--- src/rtl/key192_sched.sv ---
// AES-192 key-expansion sequencer: produces w[0..51] one word per cycle and
// streams the 13 packed 128-bit round keys over a valid/ready handshake.
module key192_sched (
  input  logic         clk,
  input  logic         rst,
  input  logic         start,
  input  logic [191:0] key,
  output logic         busy,
  output logic         rk_valid,
  input  logic         rk_ready,
  output logic [127:0] rk_data,
  output logic [3:0]   rk_idx,
  output logic         done
);

  typedef enum logic [1:0] {StIdle, StRun, StDrain} state_e;

  function automatic logic [7:0] gf_mul(input logic [7:0] a, input logic [7:0] b);
    logic [7:0] acc;
    logic [7:0] x;
    acc = 8'h00;
    x   = a;
    for (int i = 0; i < 8; i++) begin
      if (b[i]) acc = acc ^ x;
      x = {x[6:0], 1'b0} ^ (x[7] ? 8'h1b : 8'h00);
    end
    return acc;
  endfunction

  // Multiplicative inverse as a^254, then the affine transform.
  function automatic logic [7:0] sbox(input logic [7:0] a);
    logic [7:0] p;
    logic [7:0] r;
    p = a;
    r = 8'h01;
    for (int i = 1; i < 8; i++) begin
      p = gf_mul(p, p);
      r = gf_mul(r, p);
    end
    return r ^ {r[6:0], r[7]} ^ {r[5:0], r[7:6]} ^ {r[4:0], r[7:5]} ^ {r[3:0], r[7:4]} ^ 8'h63;
  endfunction

  function automatic logic [31:0] rcon(input logic [3:0] sel);
    logic [7:0] rc;
    unique case (sel)
      4'd1:    rc = 8'h01;
      4'd2:    rc = 8'h02;
      4'd3:    rc = 8'h04;
      4'd4:    rc = 8'h08;
      4'd5:    rc = 8'h10;
      4'd6:    rc = 8'h20;
      4'd7:    rc = 8'h40;
      4'd8:    rc = 8'h80;
      default: rc = 8'h00;
    endcase
    return {rc, 24'h000000};
  endfunction

  state_e             state_q, state_d;
  logic [5:0]         widx_q, widx_d;
  logic [1:0]         cnt_q, cnt_d;
  logic [5:0][31:0]   win_q, win_d;   // win[0] = w[widx-6], win[5] = w[widx-1]
  logic [2:0][31:0]   acc_q, acc_d;
  logic               rk_valid_q, rk_valid_d;
  logic [127:0]       rk_data_q, rk_data_d;
  logic [3:0]         rk_idx_q, rk_idx_d;
  logic               done_q, done_d;

  logic [31:0] word, rot, sub;
  logic [3:0]  rcon_sel;
  logic        first_of_group, stall, gen;

  always_comb begin
    rot            = {win_q[5][23:0], win_q[5][31:24]};
    sub            = {sbox(rot[31:24]), sbox(rot[23:16]), sbox(rot[15:8]), sbox(rot[7:0])};
    rcon_sel       = 4'(widx_q / 6'd6);
    first_of_group = (widx_q % 6'd6) == 6'd0;
    if (widx_q < 6'd6) begin
      word = win_q[widx_q[2:0]];
    end else if (first_of_group) begin
      word = win_q[0] ^ sub ^ rcon(rcon_sel);
    end else begin
      word = win_q[0] ^ win_q[5];
    end
  end

  // Only a key-completing word waits on a full output register.
  assign stall = (cnt_q == 2'd3) && rk_valid_q && !rk_ready;
  assign gen   = (state_q == StRun) && !stall;

  always_comb begin
    state_d    = state_q;
    widx_d     = widx_q;
    cnt_d      = cnt_q;
    win_d      = win_q;
    acc_d      = acc_q;
    rk_valid_d = rk_valid_q;
    rk_data_d  = rk_data_q;
    rk_idx_d   = rk_idx_q;
    done_d     = 1'b0;

    if (rk_valid_q && rk_ready) rk_valid_d = 1'b0;

    unique case (state_q)
      StIdle: begin
        if (start) begin
          for (int i = 0; i < 6; i++) win_d[i] = key[191 - 32*i -: 32];
          widx_d  = 6'd0;
          cnt_d   = 2'd0;
          state_d = StRun;
        end
      end
      StRun: begin
        if (gen) begin
          widx_d = widx_q + 6'd1;
          if (widx_q >= 6'd6) win_d = {word, win_q[5:1]};
          if (cnt_q == 2'd3) begin
            rk_data_d  = {acc_q[0], acc_q[1], acc_q[2], word};
            rk_idx_d   = widx_q[5:2];
            rk_valid_d = 1'b1;
            cnt_d      = 2'd0;
          end else begin
            acc_d[cnt_q] = word;
            cnt_d        = cnt_q + 2'd1;
          end
          if (widx_q == 6'd51) state_d = StDrain;
        end
      end
      StDrain: begin
        if (rk_valid_q && rk_ready) begin
          done_d  = 1'b1;
          state_d = StIdle;
        end
      end
      default: state_d = StIdle;
    endcase
  end

  always_ff @(posedge clk or posedge rst) begin
    if (rst) begin
      state_q    <= StIdle;
      widx_q     <= '0;
      cnt_q      <= '0;
      win_q      <= '0;
      acc_q      <= '0;
      rk_valid_q <= 1'b0;
      rk_data_q  <= '0;
      rk_idx_q   <= '0;
      done_q     <= 1'b0;
    end else begin
      state_q    <= state_d;
      widx_q     <= widx_d;
      cnt_q      <= cnt_d;
      win_q      <= win_d;
      acc_q      <= acc_d;
      rk_valid_q <= rk_valid_d;
      rk_data_q  <= rk_data_d;
      rk_idx_q   <= rk_idx_d;
      done_q     <= done_d;
    end
  end

  assign busy     = (state_q != StIdle);
  assign rk_valid = rk_valid_q;
  assign rk_data  = rk_data_q;
  assign rk_idx   = rk_idx_q;
  assign done     = done_q;

endmodule

--- config.mk ---
export PLATFORM = sky130hd
export DESIGN_NAME = key192_sched
export DESIGN_NICKNAME = d
export VERILOG_FILES = /design/src/rtl/key192_sched.sv
export SDC_FILE = /design/constraint.sdc
export NUM_CORES = 2
export LEC_CHECK = 0
export CAP_MARGIN = 30
export CORE_MARGIN = 3
export CORE_UTILIZATION = 45
export CTS_CLUSTER_DIAMETER = 30
export DETAILED_ROUTE_END_ITERATION = 10
export SLEW_MARGIN = 20
export SYNTH_ARGS = -nofsm -noshare
export SYNTH_HDL_FRONTEND = slang
export SYNTH_SLANG_ARGS = --single-unit
--- constraint.sdc ---
create_clock -name clk -period 20.2 [get_ports clk]
set_input_delay 4.04 -clock clk [delete_from_list [all_inputs] [get_ports clk]]
set_output_delay 4.04 -clock clk [all_outputs]
set_load 0.005 [all_outputs]
; ---- After elaboration in Yosys (flattened, before gate mapping)
; Memory sizes are Yosys's and may differ from the RTL's.
; Index checks and enable logic that the tools add are counted.
[word_totals]
latchBits = 0
mem_count = 1
mem_bits_rw = 0
register_bits = 432
in_bits = 196
romBits = 128
[classes]
mul = 0
bitwise_logic = 780
div = 2
n_addsub = 2
reduce_logical = 16
eq_ne = 9
muxes = 843
order_cmp = 5
n_shift = 0
[memory_table]
columns = memory, words, word_bits, read_ports, rd_clocked_by_memory_dff, write_ports, line
row1 = (no name shown), 16, 8, 1, 0, 0, 45  ; unique case (sel)
[op_table]
columns = cell, count
row1 = $mux W8, 422
row2 = $xor A8 B8 Y8, 380
row3 = $xor A8 B5 Y8, 364
row4 = $mux W5, 368
row5 = $mux W192, 3
row6 = $pmux W192 S2, 1
row7 = $mux W32, 4
row8 = $bmux W32 S3, 1
row9 = $bwmux W96, 1
row10 = $xor A32 B32 Y32, 3
row11 = $demux W32 S2, 1
row12 = $mux W6, 6
row13 = $mux W7, 4
row14 = $not A1 Y1 const A, 28
row15 = $mux W2, 11
row16 = $mux W4, 4
row17 = $not A4 Y4, 4
row18 = $mux W3, 4
row19 = $pmux W6 S2, 1
row20 = $mux W1, 10
row21 = $reduce_and A3 Y1, 3
row22 = $reduce_and A4 Y1, 2
row23 = $add A6 B1 Y6 const B, 1
row24 = $div A6 B3 Y6 const B, 1
row25 = other kinds (20), 30

; ---- Longest topological paths before layout
[logic_depth]
word_depth = 139
mapped_depth = 66
depth_no_buf = 54

; ---- Worst setup path before layout
; No wires, ideal clock.
[synth_path]
kind = register to register
startpoint = register win_q, in the netlist rot[24]
endpoint = register acc_q[30] in the netlist's numbering
stages_incl_launch_ff = 60
slack_ns = 5.275
t_arrival_ns = 14.796
synth_period_minus_slack_ns = 14.925
t_required_ns = 20.070
path_cell_list = dfrtp_1 > ha_1 > buf_2 > xor2_1 > xor2_1 > inv_1 > clkbuf_1 > clkbuf_1 > ha_1 > clkbuf_1 > nand2_1 > xor2_1 > xnor2_1 > clkinv_1 > ha_1 > xnor2_1 > xnor2_1 > nand2_1 > [24 not listed] > a221oi_1 > xnor2_1 > a221oi_2 > xor2_1 > buf_2 > mux2_2 > a21o_1 > a211o_1 > a31o_1 > a21oi_1 > o21ai_1 > and3_1 > clkbuf_1 > nor3b_1 > xnor2_4 > xnor3_1 > o21bai_2 > o21ai_1
[synth_between]
elab_chain_cells = 133
word_cells_on_any_way = 388
cone_classes = mux (199) / bitwise (189)
[synth_rtl]
columns = item, line
row1 = "start, declared", 62  ; logic [5:0][31:0] win_q, win_d;
row2 = "start signal, assigned", 154  ; win_q <= win_d;
row3 = $mux W8, 24  ; if (b[i]) acc = acc ^ x;
row4 = $xor A8 B8 Y8, 24
row5 = $mux W8, 24
row6 = $xor A8 B8 Y8, 24
row7 = $mux W8, 24
row8 = $xor A8 B8 Y8, 24
row9 = $mux W8, 24
row10 = $xor A8 B8 Y8, 24
row11 = [115 not listed], -
row12 = $xor A8 B8 Y8 / $mux W8 (equally long branches), "40, 24"
row13 = $xor A8 B8 Y8 (2 in a row), 40  ; return r ^ {r[6:0], r[7]} ^ {r[5:0], r[7:6]} ^ {r[4:0], r[7:5]} ^ {r[3:0], r[7:4]} ^ 8'h63;
row14 = $xor A8 B8 Y8 *, 40
row15 = $not A4 Y4 (no source line) *, -
row16 = $xor A32 B32 Y32 * (2 in a row), 81  ; word = win_q[0] ^ sub ^ rcon(rcon_sel);
row17 = $mux W32 *, 80  ; end else if (first_of_group) begin
row18 = $mux W32 *, 78  ; if (widx_q < 6'd6) begin
row19 = $bwmux W96 *, 123  ; acc_d[cnt_q] = word;
row20 = "end signal, assigned", 145  ; acc_q <= '0;
row21 = "end signal, assigned", 155  ; acc_q <= acc_d;
row22 = "end, declared", 63  ; logic [2:0][31:0] acc_q, acc_d;
; Mark *: on every way between the ends. The rest lies on a longest branch, timed or not.
; A chain may end at the register's enable or synchronous reset.

; ---- Final worst setup path
[layout_path]
startpoint = register win_q, in the netlist rot[7]
endpoint = register win_q, in the netlist rot[9]
[layout_between]
elab_chain_cells = 136
word_cells_on_any_way = 393
cone_classes = mux (204) / bitwise (189)
[layout_rtl]
columns = item, line
row1 = $mux W5 / $mux W8 (equally long branches), "25, 24"
row2 = $xor A8 B5 Y8 / $xor A8 B8 Y8 (equally long branches), "25, 24"
row3 = $xor A8 B8 Y8 / $mux W8 (equally long branches), 24
row4 = $mux W8 / $xor A8 B8 Y8 (equally long branches), 24
row5 = $xor A8 B8 Y8 / $mux W8 (equally long branches), 24
row6 = $mux W8 / $xor A8 B8 Y8 (equally long branches), 24
row7 = $xor A8 B8 Y8 / $mux W8 (equally long branches), 24
row8 = $mux W8 / $xor A8 B8 Y8 (equally long branches), 24
row9 = [119 not listed], -
row10 = $xor A8 B8 Y8 *, 40
row11 = $not A4 Y4 (no source line) *, -
row12 = $xor A32 B32 Y32 * (2 in a row), 81
row13 = $mux W32 *, 80
row14 = $mux W32 *, 78
row15 = $mux W192 *, 116  ; if (widx_q >= 6'd6) win_d = {word, win_q[5:1]};
row16 = $mux W192 *, 114  ; if (gen) begin
row17 = $pmux W192 S2 *, 104  ; unique case (state_q)
; Mark *: on every way between the ends. The rest lies on a longest branch, timed or not. The select of a mux whose other input is x is not followed.

==> run metrics <==
status finished clean; min-delay src acc_q[59]$_DFFE_PP0P_; final WL 259000 um; FF/Latch Area approximately 11000 sq um; # fillers 15700; Synth top area share 17.9%; CP Data Arrival Time around 19 ns; ys flop type dfrtp_1; flop2flop setup slack 1.64 ns; initial core utilization 45.6%; critical-path maximum fanout 21; Final setup violation count 0; Routed Antenna Nets 0; final net count 9888; worst reg2reg path depth 50; setup bufs post-CTS 0; Worst R2R End rot[9]$_DFFE_PP0P_; Rel. slew slack around 30%; WHS 0.422 ns; syn nets a little under 10000; area of placed instances a little over 80000 sq um; Pre-antenna DRT Iters 6; Post-CTS Hold Buffers 0; crit-path max cell delay roughly 0.83 ns; post-CTS sizing 0; largest net degree at the start of global routing 233; slowest CP cell dfrtp_1; Hold Vio Cnt, Final 0; clk_skew slightly below 0.07 ns; grt total ovfl 0; Synth Instances 9612; area leader, netlist xnor2_1; Clock Latency Late Sink 0.67 ns; Startpoint Class flop; I/O Pins 331; clk slew on worst S/H paths 0.05 ns; Via density 5.87; first-pass GRT wire length just under 400000 um; hold crit path type flop to flop; total track usage about 29%; worst endpoint required time 20.70 ns; Initial DRC Count roughly 7000; Post-Syn Area per Cell 7.77 sq um; TritonCTS clock tree yes; antenna violations before repair 17; via count 70000; Core Rows 148; top-count cell post-synth xnor2_1; CTS buffer count 89; multi-input combinational cell area 61000 sq um; synth-to-layout area growth 12.4%; RR Startpoint rot[7]$_DFFE_PP0P_; largest cells by area after synthesis xnor2_1 18%, dfrtp_1 14%, xnor3_1 11%, nand2_1 7.5%, nor2_1 6.6%; Worst Hold Depth 2; total die area between 150000 and 200000 sq um; Post-route DRC 0; Final Wtd Congestion 0.967; root buf cell clkbuf_16; CTS H-Tree Depth 3; maximum capacitance violations 0; most used cell along the critical path xnor2_1; TritonCTS Sinks 432; Avg WL per Cell 21.7 um; Die X 413 um; Async SR Flop Fraction 100%; min Tclk post-route 18.56 ns; Seq cells post-synth 432; Core Area between 150000 and 200000 sq um; maximum clock rate approximately 0.054 GHz; count of pins over their slew limit 0; Detailed Place HPWL 190000 um; Port Buf Inserts 330; unrepaired setup endpoints after global routing false; DIE HEIGHT 413 um; Yosys warning count 0; Hold EP rk_data[91]$_DFFE_PP0P_; setup TNS 0 ns; top cells by count, synth 1528 x xnor2_1, 1502 x nand2_1, 1319 x nor2_1; layout cells sized above 1 8.63%; synth unique cells 123; EDFF count, synth 0; crit path capture type flop; sequential fraction of the synthesis area approximately 14%; part of the cycle the worst path needs between 90% and 100%; final instance area 84000 sq um; Slew @ Worst Pin 1.05 ns; mapped cell area 74700 sq um; Max clock buf depth 3; critical path class flop to flop; vias in the first global route 65900
[critical path, delay by kind of cell, from the launching register on]
family	cells	cell delay, ns
simple gates	8	1.08
compound gates	4	0.86
fa+ha+maj	2	0.94
buf+inv	1	0.36
mux	3	1.09
xor+xnor	32	13.22
flops	1	0.83
[flip-flops by register name, summed over array words and instances, names as in the netlist]
name,cells
cnt_q,2
acc_q,96
state_q,2
rot,32
done,1
rk_valid,1
rk_idx,4
win_q,160
rk_data,128
widx_q,6
[cells by family (layout without fill, tap and decap cells)]
logic type	count (synthesis)	in the layout	share of synthesized area, %
buf+inv	779	908	4.37
simple gates	3615	3615	20.4
xor+xnor	2484	2484	38.7
other cells	0	9	0
mux	311	311	4.81
fa+ha+maj	29	29	0.479
compound gates	1962	1962	16.7
flops	432	432	14.5
[layout make-up]
class | count | area share, %
Inverter | 101 | 0.460
Clock buffer | 105 | 2.87
Antenna cell | 9 | 0.0268
Tap cell | 2175 | 3.24
Clock inverter | 62 | 0.943
Sequential cell | 432 | 12.9
Multi-Input combinational cell | 8401 | 72.6
Timing Repair Buffer | 640 | 6.95
[per-layer routing]
metal	vias up	routed length (um)	GRT usage (%)
met5	-	63	0
met2	2550	120000	47.3
li1	33000	-	-
met4	10	7680	8.48
met3	414	16400	3.06
met1	34000	115000	40.9
[placed cells by master, fill, tap and decap left out, types with 32 or more instances in the layout]
cell type / Yosys / routed
a22oi_1: 52 / 52
o221ai_1: 38 / 38
a211oi_1: 77 / 77
o21ai_0: 423 / 423
xnor2_1: 1528 / 1500
nor2_1: 1319 / 1318
mux2_2: 32 / 32
o21ai_1: 120 / 120
clkbuf_16: 0 / 89
xor3_1: 44 / 44
dfrtp_1: 432 / 430
and3_1: 41 / 40
nor2b_1: 60 / 58
o22ai_1: 96 / 96
xnor2_2: 73 / 101
xnor3_1: 355 / 354
xor2_2: 31 / 43
inv_1: 81 / 80
nand3_1: 154 / 153
a21oi_1: 441 / 440
xor2_1: 402 / 390
and2_1: 60 / 60
nor3_1: 209 / 209
clkdlybuf4s50_1: 0 / 330
mux2i_1: 242 / 242
nand2b_1: 77 / 76
a221oi_1: 36 / 36
buf_4: 31 / 284
mux4_2: 35 / 35
a21o_1: 37 / 36
nand2_1: 1502 / 1499
o211ai_1: 71 / 71
a31oi_1: 227 / 227
or3_1: 43 / 43
[worst max-delay path by stage]
stage | startpoint | end | slack [ns] | depth (start not counted)
global route | rot[7]$_DFFE_PP0P_ | rot[13]$_DFFE_PP0P_ | 0.28 | 50
floorplan | rst | acc_q[0]$_DFFE_PP0P_ | 4.13 | 1
global placement | rot[7]$_DFFE_PP0P_ | rot[9]$_DFFE_PP0P_ | 1.85 | 48
finish | rot[7]$_DFFE_PP0P_ | rot[9]$_DFFE_PP0P_ | 1.64 | 50
detailed placement | rot[7]$_DFFE_PP0P_ | rot[9]$_DFFE_PP0P_ | 1.59 | 48
CTS | rot[7]$_DFFE_PP0P_ | rot[9]$_DFFE_PP0P_ | 1.56 | 48
[stage by stage]
stage | worst slack (ns) | utilization [%] | instances
5_1_grt | 0.281 | 51.3 | 11900
6_report | 1.64 | 51.3 | 11900
3_3_place_gp | 1.85 | 49.0 | 11700
2_1_floorplan | 4.13 | - | 9612
4_1_cts | 1.56 | 51.1 | 11900
3_5_place_dp | 1.59 | 49.1 | 11700
Power is left out: the tool's default activity adds up to more than one toggle a clock period on the data nets, which glitch-free logic cannot reach.
